==> config.mk <==
export PLATFORM = sky130hd
export DESIGN_NAME = mem_access_stage
export DESIGN_NICKNAME = d
export VERILOG_FILES = /design/src/rtl/mem_access_stage.sv
export SDC_FILE = /design/constraint.sdc
export NUM_CORES = 1
export LEC_CHECK = 0
export BUFFER_PORTS_ARGS = -buffer_cell sky130_fd_sc_hd__clkbuf_2
export CAP_MARGIN = 0
export CORE_MARGIN = 2
export CORE_UTILIZATION = 43
export CTS_CLUSTER_DIAMETER = 80
export DETAILED_ROUTE_END_ITERATION = 12
export PLACE_DENSITY = 0.74
export SLEW_MARGIN = 10
export SYNTH_ARGS = -nofsm -noshare
export SYNTH_HDL_FRONTEND = slang
export SYNTH_SLANG_ARGS = --single-unit
export TNS_END_PERCENT = 1
==> constraint.sdc <==
create_clock -name clk -period 2.4 [get_ports clk]
set_input_delay 0.12 -clock clk [delete_from_list [all_inputs] [get_ports clk]]
set_output_delay 0.12 -clock clk [all_outputs]
set_load 0.01 [all_outputs]
==> src/rtl/mem_access_stage.sv <==
// mem_access_stage: memory-access pipeline stage downstream of execute.
// Registers the execute result and runs load/store accesses to data
// memory over a req/ack handshake. While an access is outstanding,
// ex_ready is held low so that execute stalls. The writeback bundle
// sent to the register file is registered.
//
// Optional feature: define DMEM_TIMEOUT_EN to abort an access that
// has gone TIMEOUT_CYCLES cycles without an ack.
//
// Handshake semantics:
//   ex side:   an instruction transfers on a clock edge where
//              ex_valid && ex_ready. ex_ready depends only on the state
//              and never on ex_valid.
//   dmem side: dmem_req rises in the cycle after an aligned load/store
//              is accepted. dmem_req, dmem_we, dmem_addr and dmem_wdata
//              stay stable until the cycle in which dmem_ack is sampled
//              high, and that cycle is included. In that ack cycle the
//              read data is taken from dmem_rdata. dmem_ack is ignored
//              whenever no request is outstanding.
module mem_access_stage #(
    parameter int ADDR_W         = 32,
    parameter int TIMEOUT_CYCLES = 16
) (
    input  logic              clk,
    input  logic              reset,
    // execute-stage side
    input  logic              ex_valid,
    output logic              ex_ready,
    input  logic [1:0]        mem_op,
    input  logic [32:0]       ex_result,
    input  logic              ex_w_enable,
    input  logic              ex_w_select,
    input  logic [2:0]        dest_reg,
    input  logic [31:0]       base_value,
    input  logic [15:0]       offset,
    input  logic [31:0]       store_data,
    // data-memory side
    output logic              dmem_req,
    output logic              dmem_we,
    output logic [ADDR_W-1:0] dmem_addr,
    output logic [31:0]       dmem_wdata,
    input  logic [31:0]       dmem_rdata,
    input  logic              dmem_ack,
    // writeback side
    output logic              wb_valid,
    output logic              w_enable,
    output logic              w_select,
    output logic [2:0]        w_reg,
    output logic [31:0]       w_data,
    output logic              mem_fault,
    // debug: current FSM state (0 = IDLE, 1 = ACCESS)
    output logic              state_dbg
);

    localparam logic [1:0] OP_LOAD  = 2'b01;
    localparam logic [1:0] OP_STORE = 2'b10;

    typedef enum logic {
        IDLE   = 1'b0,
        ACCESS = 1'b1
    } state_t;

    state_t state_q;
    state_t state_d;

    // The carry bit in ex_result is deliberately dropped.
    logic carry_unused;
    assign carry_unused = ex_result[32];

    // ------------------------------------------------------------------
    // Decode of the instruction on offer
    // ------------------------------------------------------------------
    logic              accept;
    logic              is_mem_op;
    logic [ADDR_W-1:0] eff_addr;
    logic              misaligned;
    logic              start_access;
    logic              access_done;
    logic              timeout_hit;

    assign accept       = ex_valid && ex_ready;
    assign is_mem_op    = (mem_op == OP_LOAD) || (mem_op == OP_STORE);
    // The offset is sign-extended and the sum is truncated to ADDR_W.
    assign eff_addr     = ADDR_W'(base_value) + ADDR_W'($signed(offset));
    assign misaligned   = (eff_addr[1:0] != 2'b00);
    assign start_access = accept && is_mem_op && !misaligned;
    assign access_done  = (state_q == ACCESS) && dmem_ack;

    // ------------------------------------------------------------------
    // Access timeout (optional)
    // ------------------------------------------------------------------
`ifdef DMEM_TIMEOUT_EN
    localparam int CNT_W = (TIMEOUT_CYCLES < 2) ? 1 : $clog2(TIMEOUT_CYCLES);

    logic [CNT_W-1:0] wait_cnt_q;

    // The abort fires at the end of the TIMEOUT_CYCLES-th ACCESS cycle
    // that has no ack. An ack arriving in that same cycle takes
    // priority over the abort.
    assign timeout_hit = (state_q == ACCESS) && !dmem_ack &&
                         (wait_cnt_q == CNT_W'(TIMEOUT_CYCLES - 1));

    // Counts the ACCESS cycles without an ack. It is cleared whenever
    // an access starts.
    always_ff @(posedge clk) begin
        if (reset) begin
            wait_cnt_q <= '0;
        end else if (start_access) begin
            wait_cnt_q <= '0;
        end else if ((state_q == ACCESS) && !dmem_ack && !timeout_hit) begin
            wait_cnt_q <= wait_cnt_q + CNT_W'(1);
        end
    end
`else
    localparam int TIMEOUT_UNUSED = TIMEOUT_CYCLES;

    assign timeout_hit = 1'b0;
`endif

    // ------------------------------------------------------------------
    // FSM
    // ------------------------------------------------------------------
    // State register.
    always_ff @(posedge clk) begin
        if (reset) begin
            state_q <= IDLE;
        end else begin
            state_q <= state_d;
        end
    end

    // Next-state logic: move to ACCESS on an aligned load/store, and
    // return to IDLE on an ack or a timeout.
    always_comb begin
        state_d = state_q;
        case (state_q)
            IDLE: begin
                if (start_access) begin
                    state_d = ACCESS;
                end
            end
            ACCESS: begin
                if (access_done || timeout_hit) begin
                    state_d = IDLE;
                end
            end
            default: state_d = IDLE;
        endcase
    end

    // State-decoded outputs: stall execute and drive the request while
    // in ACCESS.
    always_comb begin
        ex_ready  = 1'b0;
        dmem_req  = 1'b0;
        state_dbg = 1'b0;
        case (state_q)
            IDLE: begin
                ex_ready  = 1'b1;
            end
            ACCESS: begin
                dmem_req  = 1'b1;
                state_dbg = 1'b1;
            end
            default: begin
                ex_ready  = 1'b0;
            end
        endcase
    end

    // ------------------------------------------------------------------
    // Request payload and latched destination
    // ------------------------------------------------------------------
    logic       lat_w_select;
    logic [2:0] lat_dest_reg;

    // Capture the memory request payload when an access starts. It is
    // then held stable for the whole ACCESS period.
    always_ff @(posedge clk) begin
        if (reset) begin
            dmem_we      <= 1'b0;
            dmem_addr    <= '0;
            dmem_wdata   <= '0;
            lat_w_select <= 1'b0;
            lat_dest_reg <= '0;
        end else if (start_access) begin
            dmem_we      <= (mem_op == OP_STORE);
            dmem_addr    <= eff_addr;
            dmem_wdata   <= store_data;
            lat_w_select <= ex_w_select;
            lat_dest_reg <= dest_reg;
        end
    end

    // ------------------------------------------------------------------
    // Writeback bundle and fault pulse
    // ------------------------------------------------------------------
    // wb_valid, w_enable and mem_fault are one-cycle pulses. w_data,
    // w_reg and w_select keep their values until the next writeback.
    always_ff @(posedge clk) begin
        if (reset) begin
            wb_valid  <= 1'b0;
            w_enable  <= 1'b0;
            w_select  <= 1'b0;
            w_reg     <= '0;
            w_data    <= '0;
            mem_fault <= 1'b0;
        end else begin
            wb_valid  <= 1'b0;
            w_enable  <= 1'b0;
            mem_fault <= 1'b0;
            if (accept && !is_mem_op) begin
                // ALU or pass-through result: write back on the next cycle
                wb_valid <= 1'b1;
                w_enable <= ex_w_enable;
                w_select <= ex_w_select;
                w_reg    <= dest_reg;
                w_data   <= ex_result[31:0];
            end else if (accept && is_mem_op && misaligned) begin
                // misaligned: no request, fault pulse only
                mem_fault <= 1'b1;
            end else if (access_done) begin
                wb_valid <= 1'b1;
                w_enable <= !dmem_we;
                w_select <= lat_w_select;
                w_reg    <= lat_dest_reg;
                if (!dmem_we) begin
                    w_data <= dmem_rdata;
                end
            end else if (timeout_hit) begin
                mem_fault <= 1'b1;
            end
        end
    end

endmodule

==> metrics.txt <==
Sequential Power Share=43.0%; post-synthesis average cell area=8.26 um^2; Core Region=0.0127 mm^2; NetSw=1.36 mW; Seq/Total Area, Yosys=39.1%; setup TNS=0 ns; CTS Buffer Depth=2; reg2reg end=dmem_addr[17]; Clk pin slew, worst setup/hold paths=0.07 ns; status=finished, final reports clean; FILL cells=1146; HP Class=primary input to flip-flop; Clock power frac=31.4%; sw frac=29.5%; Reg area=0.00218 mm^2; TritonCTS clock tree=yes; post-CTS setup buffers=0; Initial Util=44.1%; PD cells=585 mW/mm^2; number of CTS-inserted buffers=9; area grow syn2layout=40.5%; Mapped Area=0.00559 mm^2; fin crit period=2.24 ns; CTS Root Cell=clkbuf_16; Post-Synthesis Cells=676; later-pin clock latency in the skew report=0.34 ns; reg2reg start=state_q; Inserted Diodes=0; layout cells sized above 1=33.0%; std cell rows=41; cell internal pwr=3.23 mW; hold path start=store_data[18]; biggest regs=dmem_addr x32, dmem_wdata x32, w_data x32; asr flop ratio synth=0%; wire length per cell=14.4 um; syn nets=865; hold path cells=3; DP HPWL=12100 um; CTS Sinks=109; Final Max Tran Viols=0; combinational share of power=25.6%; global route overflow=0; Max-cap violations=0; H-tree depth=3; Final #Nets=1158; DRC=0; iteration count of the initial detailed-routing pass=5; WP data required=2.67 ns; crit path max fanout=3; via density per instance=5.15; multi-input logic area=0.00325 mm^2; Die W=118 um; largest net degree at the start of global routing=55; final setup margin=0.164 ns; Critical Path End Type=flip-flop; post-synthesis register bit count=109; worst r2r path cells=7; die area=0.0139 mm^2; WHS Endpoint=dmem_wdata[18]; routability cong.=0.899; drt total wl=16500 um; Slew HR=59.5%; DP Worst Slack=-0.224 ns; Fin Clk Skew=0.00422 ns; Crit Path Category=primary input to flip-flop; CP arrival=2.51 ns; Die H=118 um; Final Setup Violations=0; DR iter-0 viols=318; worst slew pin tran=0.608 ns; port buffer count=261; antenna violations before repair=0; RSZ-0062 raised after global routing=false; Most used DFF post-synth=dfxtp_1; Synth warnings=0; Global Route Usage Sum=23.6%; R2R setup slack=0.35 ns; maximum vdd drop=0.346 mV; top-level port count=263; CP Launch Type=primary input; number of flops mapped to enable cells by yosys=0; wire length of the first global-routing pass=27000 um; Fin. Hold Viols=0; Antenna Nets Post-Route=0; Lkg Pwr=3.72 nW; Yosys cell types=50; vias in the first global route=5695; Max Fclk=447 MHz; routed via count=5904; final period utilization=93.2%
-- cells in the final DEF, fill, tap and decap left out, types with 3 or more instances in the layout --
master / count
a211oi_1: 42
a21o_1: 11
a21oi_1: 87
a22o_1: 3
a31oi_1: 3
and2_1: 3
and3_1: 4
buf_4: 28
clkbuf_16: 9
clkbuf_2: 260
dfxtp_1: 109
dlygate4sd3_1: 34
ha_1: 31
inv_1: 7
mux2i_1: 37
nand2_1: 137
nand2b_1: 3
nand3_1: 6
nand3b_1: 5
nor2_1: 56
nor3_1: 4
o211ai_1: 4
o21a_1: 4
o21ai_0: 15
xnor2_1: 15
xor2_1: 7
-- critical path, stage by stage --
cell and delay [ns]:
clkbuf_2 0.08, ha_2 0.19, fa_2 0.40, a211o_1 0.32, a21oi_4 0.17, o221ai_2 0.14, a31oi_4 0.22, o211ai_4 0.10
a41oi_2 0.16, nor2b_1 0.08, or4_1 0.39, a31oi_1 0.14
-- power groups by stage --
| stage | Combinational, mW | Sequential, mW | Clock (mW) |
|---|---|---|---|
| after floorplan | 0.637 | 2.06 | 0 |
| after global placement | 1.12 | 2.01 | 0 |
| after detailed placement | 1.12 | 2.01 | 0 |
| after CTS | 1.17 | 1.97 | 1.48 |
| after global routing | 1.30 | 1.99 | 1.55 |
| final | 1.17 | 1.97 | 1.44 |
-- cells in the mapped netlist (9+ instances only) --
| cell | instances | area [um^2] |
|---|---|---|
| nor2_1 | 56 | 210 |
| a21oi_1 | 88 | 440 |
| dfxtp_1 | 109 | 2180 |
| o21ai_0 | 16 | 80.1 |
| xnor2_1 | 15 | 131 |
| mux2i_1 | 37 | 370 |
| clkbuf_1 | 32 | 120 |
| a211oi_1 | 42 | 315 |
| a21o_1 | 11 | 82.6 |
| ha_1 | 32 | 400 |
| nand2_1 | 137 | 514 |
| buf_1 | 9 | 33.8 |
-- worst max-delay path by stage --
| stage | start | end | slack [ns] | cells past startpoint |
|---|---|---|---|---|
| 3_3_place_gp | offset[0] | dmem_addr[28] | -0.19 | 12 |
| 6_report | offset[0] | dmem_addr[28] | 0.16 | 12 |
| 2_1_floorplan | offset[0] | dmem_addr[28] | -0.04 | 11 |
| 3_5_place_dp | offset[0] | dmem_addr[28] | -0.22 | 12 |
| 4_1_cts | offset[0] | dmem_addr[28] | 0.14 | 12 |
| 5_1_grt | offset[0] | dmem_addr[16] | 0.003 | 14 |
-- per-stage QoR --
| step | utilization (%) | hold WS (ns) | total power, mW | cell area [um^2] | instances |
|---|---|---|---|---|---|
| after CTS | 61.9 | 0.000955 | 4.62 | 7850 | 1146 |
| after detailed placement | 57.0 | 0.348 | 3.14 | 7220 | 1096 |
| after global placement | 57.0 | 0.343 | 3.13 | 7220 | 1096 |
| final | 62.0 | 0.0104 | 4.59 | 7850 | 1146 |
| after global routing | 62.0 | 0.0132 | 4.84 | 7850 | 1146 |
| after floorplan | - | 0.256 | 2.70 | 5590 | 676 |
-- layout make-up --
cell class | count | area share [%]
multi-input cells | 518 | 41.4
flip-flops and latches | 109 | 27.8
repair buffers | 324 | 24.1
clock buffers | 12 | 3.27
well taps | 172 | 2.74
clock inverters | 4 | 0.398
inverters | 7 | 0.335
-- layer usage --
layer	wire length [um]	up-vias	part of all wire (%)	GRT usage, %
li1	-	2978	-	-
met1	6810	2675	41	26.6
met2	8100	212	49	42.4
met3	1130	39	6.8	6.44
met4	482	0	2.9	8.66
met5	0	-	0	0
-- timing repair --
action,4_1_cts,5_1_grt
hold buffers,34,0
endpoints found under the setup margin,0,2
gates resized for setup,0,1
endpoints found under the hold margin,34,0
-- cells by family after synthesis --
group | synth area share [%]
flip-flops | 39.1
multiplexers | 6.63
buffers and inverters | 3.36
adder cells (fa/ha/maj) | 7.53
AO/OA/AOI/OAI | 22.8
XOR/XNOR | 3.45
AND/OR/NAND/NOR | 17.2
No activity file was read; power rests on OpenSTA's default activity.
